**config.mk**
```make
export PLATFORM = sky130hd
export DESIGN_NAME = cirno9_test_monitor
export DESIGN_NICKNAME = d
export VERILOG_FILES = /design/src/rtl/cirno9_test_monitor.sv
export SDC_FILE = /design/constraint.sdc
export NUM_CORES = 1
export LEC_CHECK = 0
export ABC_CLOCK_PERIOD_IN_PS = 5630
export BUFFER_PORTS_ARGS = -buffer_cell sky130_fd_sc_hd__buf_2
export CAP_MARGIN = 0
export CORE_ASPECT_RATIO = 1.1
export CORE_MARGIN = 1
export CORE_UTILIZATION = 52
export CTS_CLUSTER_DIAMETER = 80
export DETAILED_ROUTE_END_ITERATION = 7
export PLACE_DENSITY = 0.78
export SLEW_MARGIN = 30
export SYNTH_ARGS = -nofsm -noshare
export SYNTH_HDL_FRONTEND = slang
export SYNTH_SLANG_ARGS = --single-unit
```
**constraint.sdc**
```tcl
create_clock -name clk -period 5.63 [get_ports clk]
set_input_delay 1.4075 -clock clk [delete_from_list [all_inputs] [get_ports clk]]
set_output_delay 1.4075 -clock clk [all_outputs]
set_load 0.005 [all_outputs]
```
**src/rtl/cirno9_test_monitor.sv**
```systemverilog
// rtl/cirno9_test_monitor.sv - end-of-test monitor: tohost hit detection, timeout, run counters
module cirno9_test_monitor #(
    parameter int              XLEN        = 32,
    parameter int              CNT_W       = 32,
    parameter int              N_EVT       = 4,
    parameter logic [XLEN-1:0] TOHOST_ADDR = XLEN'(32'h8000003c),
    parameter int              HIT_TARGET  = 3,
    parameter int              TIMEOUT_CYC = 2500
) (
    input  logic                   clk,
    input  logic                   rst,
    input  logic                   start,
    input  logic                   clear,
    input  logic [XLEN-1:0]        pc,
    input  logic                   pc_vld,
    input  logic                   retire,
    input  logic [N_EVT-1:0]       evt,
    input  logic [XLEN-1:0]        result_val,
    output logic [2:0]             state,
    output logic                   done,
    output logic                   pass,
    output logic                   fail,
    output logic                   timeout,
    output logic [CNT_W-1:0]       cycle_cnt,
    output logic [CNT_W-1:0]       inst_cnt,
    output logic [CNT_W-1:0]       hit_cnt,
    output logic [N_EVT*CNT_W-1:0] evt_cnt
);

    typedef enum logic [2:0] {
        ST_IDLE = 3'd0,
        ST_RUN  = 3'd1,
        ST_PASS = 3'd2,
        ST_FAIL = 3'd3,
        ST_TMO  = 3'd4
    } state_t;

    // Comparisons against the integer limits are done in a width wide enough
    // for both sides, so a narrow CNT_W can never alias onto a truncated limit.
    localparam int CMP_W = (CNT_W > 32) ? CNT_W + 1 : 33;

    state_t           r_state;
    state_t           w_next_state;
    logic             r_done, r_pass, r_fail, r_timeout;
    logic             w_next_done, w_next_pass, w_next_fail, w_next_timeout;
    logic [CNT_W-1:0] r_cycle_cnt, r_inst_cnt, r_hit_cnt;
    logic [CNT_W-1:0] r_evt_cnt [N_EVT];

    logic             w_run;
    logic             w_hit;
    logic             w_complete;
    logic             w_tmo;
    logic [CMP_W-1:0] w_hit_after;
    logic [CMP_W-1:0] w_cycle_ext;

    assign w_run       = (r_state == ST_RUN);
    assign w_hit       = pc_vld && (pc == TOHOST_ADDR);
    assign w_hit_after = CMP_W'(r_hit_cnt) + CMP_W'(1);
    assign w_cycle_ext = CMP_W'(r_cycle_cnt);
    // A saturated hit counter cannot advance, so it cannot complete the test.
    assign w_complete  = w_run && w_hit && (r_hit_cnt != '1)
                         && (w_hit_after == CMP_W'(HIT_TARGET));
    assign w_tmo       = w_run && (w_cycle_ext == CMP_W'(TIMEOUT_CYC - 1));

    // State register
    always_ff @(posedge clk) begin
        if (rst) r_state <= ST_IDLE;
        else     r_state <= w_next_state;
    end

    // Next-state logic: clear beats everything, a completing hit beats timeout
    always_comb begin
        w_next_state = r_state;
        if (clear) begin
            w_next_state = ST_IDLE;
        end else begin
            case (r_state)
                ST_IDLE: if (start) w_next_state = ST_RUN;
                ST_RUN: begin
                    if (w_complete)
                        w_next_state = (result_val == XLEN'(1)) ? ST_PASS : ST_FAIL;
                    else if (w_tmo)
                        w_next_state = ST_TMO;
                end
                ST_PASS, ST_FAIL, ST_TMO: w_next_state = r_state;
                default: w_next_state = ST_IDLE;
            endcase
        end
    end

    // Output decode of the upcoming state, so the status flops track the state flop
    always_comb begin
        w_next_done    = (w_next_state == ST_PASS) || (w_next_state == ST_FAIL)
                         || (w_next_state == ST_TMO);
        w_next_pass    = (w_next_state == ST_PASS);
        w_next_fail    = (w_next_state == ST_FAIL) || (w_next_state == ST_TMO);
        w_next_timeout = (w_next_state == ST_TMO);
    end

    // Registered status outputs
    always_ff @(posedge clk) begin
        if (rst) begin
            r_done    <= 1'b0;
            r_pass    <= 1'b0;
            r_fail    <= 1'b0;
            r_timeout <= 1'b0;
        end else begin
            r_done    <= w_next_done;
            r_pass    <= w_next_pass;
            r_fail    <= w_next_fail;
            r_timeout <= w_next_timeout;
        end
    end

    // Saturating run counters; frozen outside RUN
    always_ff @(posedge clk) begin
        if (rst || clear) begin
            r_cycle_cnt <= '0;
            r_inst_cnt  <= '0;
            r_hit_cnt   <= '0;
        end else if (w_run) begin
            if (r_cycle_cnt != '1)           r_cycle_cnt <= r_cycle_cnt + 1'b1;
            if (retire && r_inst_cnt != '1)  r_inst_cnt  <= r_inst_cnt + 1'b1;
            if (w_hit && r_hit_cnt != '1)    r_hit_cnt   <= r_hit_cnt + 1'b1;
        end
    end

    genvar k;
    generate
        for (k = 0; k < N_EVT; k++) begin : g_evt
            // Saturating per-channel event counter
            always_ff @(posedge clk) begin
                if (rst || clear)
                    r_evt_cnt[k] <= '0;
                else if (w_run && evt[k] && r_evt_cnt[k] != '1)
                    r_evt_cnt[k] <= r_evt_cnt[k] + 1'b1;
            end
            assign evt_cnt[k*CNT_W +: CNT_W] = r_evt_cnt[k];
        end
    endgenerate

    assign state     = r_state;
    assign done      = r_done;
    assign pass      = r_pass;
    assign fail      = r_fail;
    assign timeout   = r_timeout;
    assign cycle_cnt = r_cycle_cnt;
    assign inst_cnt  = r_inst_cnt;
    assign hit_cnt   = r_hit_cnt;

endmodule

```
==> impl_metrics.toml <==
[final_layout]
nNetsFinal = 1672
drive_gt1_frac = 0.240
layout_commonest_cell = "buf_2"
areaGrowthSynthToFinish_pct = 21.3
final_cell_mix = "304 x buf_2, 274 x nor2_1, 133 x xor2_1, 128 x edfxtp_1, 103 x dfxtp_1"
stdcell_count = 1910
insertedDiodeCount = 0

[synth]
synthesis.area_mm2 = 0.0122
syn_nets = 1388
synth_mux_area_frac = 0.00245
yosys.area_share.xor_xnor = 0.155
synth_top_cell_by_area = "edfxtp_1"
ys_warn_count = 0
syn_inst = 1306
yosys.cell_types.count = 61
synth_top_family_by_area = "simple AND/OR/NAND/NOR gates"
yosys.area_share.simple = 0.286
ys_top_cells_by_area = "edfxtp_1 31%, dfxtp_1 17%, xor2_1 9.5%"
synth_fa_ha_area_frac = 0.00818
synth_compound_area_frac = 0.0353
synthFlopType = "edfxtp_1"
synth_edf_count = 128
syn_avg_cell_area_um2 = 9.37
yosysSeqAreaShare = 0.482
async_flop_share = 0
synth_top_area_share = 0.314
synth-seq-cells = 231

[route]
routed_via_density = 5.49
vias = 10488
first_pass_iters = 4
wirelength_mm = 29.6
wl_per_cell_um = 15.5
drt_iter0_drc = 737
drc_errors = 0
antenna_left = 0

[pwr]
seq_power_share = 0.494
power_leakage_nw = 5.73
power_switching_mw = 0.827
switching_share = 0.217
p_total_mw = 3.81
clkPwrFrac = 0.461
ir_drop_mv = 0.180
p_comb_frac = 0.044
power.density_mw_per_mm2 = 257
intPower_mw = 2.98

[floorplanning]
start_util = 0.532
core_area_mm2 = 0.0230
ios = 305
die_x_um = 148
die_height_um = 163
dieArea_mm2 = 0.0242
fp-row-count = 58

[sta]
worst_pin_slew_ns = 0.814
slew_headroom = 0.458
finalSetupViolCount = 0
rsz0062_at_grt = "no"
fmax_mhz = 277
timing.final.crit_share = 0.642
post-route-min-period_ns = 3.61
hold_viol_final = 0
finClkSkew_ns = 0.0118
drv_slew = 0
fin_tns_setup_ns = 0
holdWs_ns = 0.497

[cts]
post-cts-setup-buffer-count = 0
clk-insertion-delay-late_ns = 0.53
cts.sinks = 231
cts_buffers = 26
post_cts_resized = 0
ctsHoldBuffers = 0
path_clk_slew_ns = 0.06
h-tree-depth = 1
cts_root_buffer = "clkbuf_16"
clk_path_buf_depth = 3
cts_tree = "yes"

[worst_setup_path]
path_class = "primary input to flop"
r2r_cells = 9
slowest_delay_ns = 0.60
worst-endpoint-required_ns = 6.04
start_kind = "primary input"
crit_slowest_cell = "or4_4"
cp_top_family = "simple AND/OR/NAND/NOR gates"
endpoint_kind = "flop"
crit_cells = 10
cp_max_fo = 26
path_buf_inv = 2
path_cells = "buf_2 > nor4_1 > nand4_1 > or4_4 > a31oi_4 > buf_4 > and4_1 > a41oi_2 > o31a_1 > nor2b_1"
arrival_ns = 4.03

[global_route]
gr-usage-met1 = 0.309
grt.total_usage = 0.239
use_met2 = 0.401
antenna_found_initial = 0
grt_pass1_wl_mm = 47.3
use_met3 = 0.0476
grt_pass1_vias = 9475
grt_start_max_net_pins = 82
overflow = 0
busiest_layer = "met2"

[job]
max_cap_violations = 0

[worst_hold_path]
whs_path_depth = 2
min_path_type = "flop to flop"

[placement]
io_buffers = 304
gp_congestion = 0.928
dp_hpwl_mm = 21.3
dpl.cell_count = 1862

[outcome]
outcome = "completed"
## layout make-up
class / instances / area (um^2)
Fill cell: 1893 / 8150
Multi-Input combinational cell: 995 / 5990
Sequential cell: 231 / 5910
Timing Repair Buffer: 311 / 1570
Clock buffer: 36 / 759
Tap cell: 300 / 375
Clock inverter: 12 / 149
Inverter: 25 / 93.8
## sequential cells by signal, indices dropped and copies added (netlist names)
register,count
cycle_cnt,32
done,1
fail,1
hit_cnt,32
inst_cnt,32
pass,1
r_evt_cnt,128
state,3
timeout,1
## routing by layer
layer / vias to the layer above / share of wire
met5: - / 0
met4: 0 / 0.024
met3: 54 / 0.066
met2: 314 / 0.48
met1: 4968 / 0.43
li1: 5152 / -
## cells by family after synthesis
kind of cell,after synthesis
simple gates,703
flops,231
xor+xnor,217
buf+inv,80
compound gates,64
fa+ha+maj,8
mux,3
## worst reg2reg max path: stages (launching register included)
cell and delay [ns]:
edfxtp_1 0.44, ha_1 0.26, nand4_1 0.14, nor3_1 0.45
and2_1 0.27, nand3_1 0.16, or2_2 0.34, o41ai_1 0.38
or3_2 0.58, nor2_1 0.12
## stage by stage
step,area [um^2],worst slack [ns],utilization
5_1_grt,14900,1.90,0.646
3_3_place_gp,13900,1.57,0.606
2_1_floorplan,12200,1.39,-
4_1_cts,14800,1.97,0.645
6_report,14900,2.02,0.646
3_5_place_dp,13900,1.53,0.606
## Yosys cell counts (all sizes together) (2+ instances only)
cell type  instances
edfxtp           128
or2                6
nand3b             2
o31a               2
or3               21
ha                 8
nand3             92
nor4b              4
o41ai              3
inv               25
nor2b              5
xnor2             84
a211oi             2
nand4b             2
o21ai             23
or4                6
nor3              23
and3              30
a21oi             18
nand2b             4
nor2             274
dfxtp            103
nor4bb             2
nand4             63
and4              23
a21o               3
buf               19
a31oi              2
a31o               2
and2               8
nor4              34
clkbuf            36
mux2i              3
nor3b              3
xor2             133
nand2             99
## final timing paths
check	slack [ns]	to	start
setup / recovery	2.02	pass	pc[16]
hold / removal	0.50	inst_cnt[1]	inst_cnt[1]
setup reg to reg	2.23	r_evt_cnt[3][11]	r_evt_cnt[3][0]
hold reg to reg	0.50	inst_cnt[1]	inst_cnt[1]
## power groups by stage
stage                     combinational (mW)  clock [mW]  sequential [mW]
after detailed placement               0.170           0             1.92
after global placement                 0.168           0             1.92
final                                  0.169        1.76             1.88
after global routing                   0.187        1.86             1.89
after CTS                              0.172        1.79             1.88
after floorplan                       0.0726           0             1.91
Note: power is estimated with default switching activity, not from simulation.
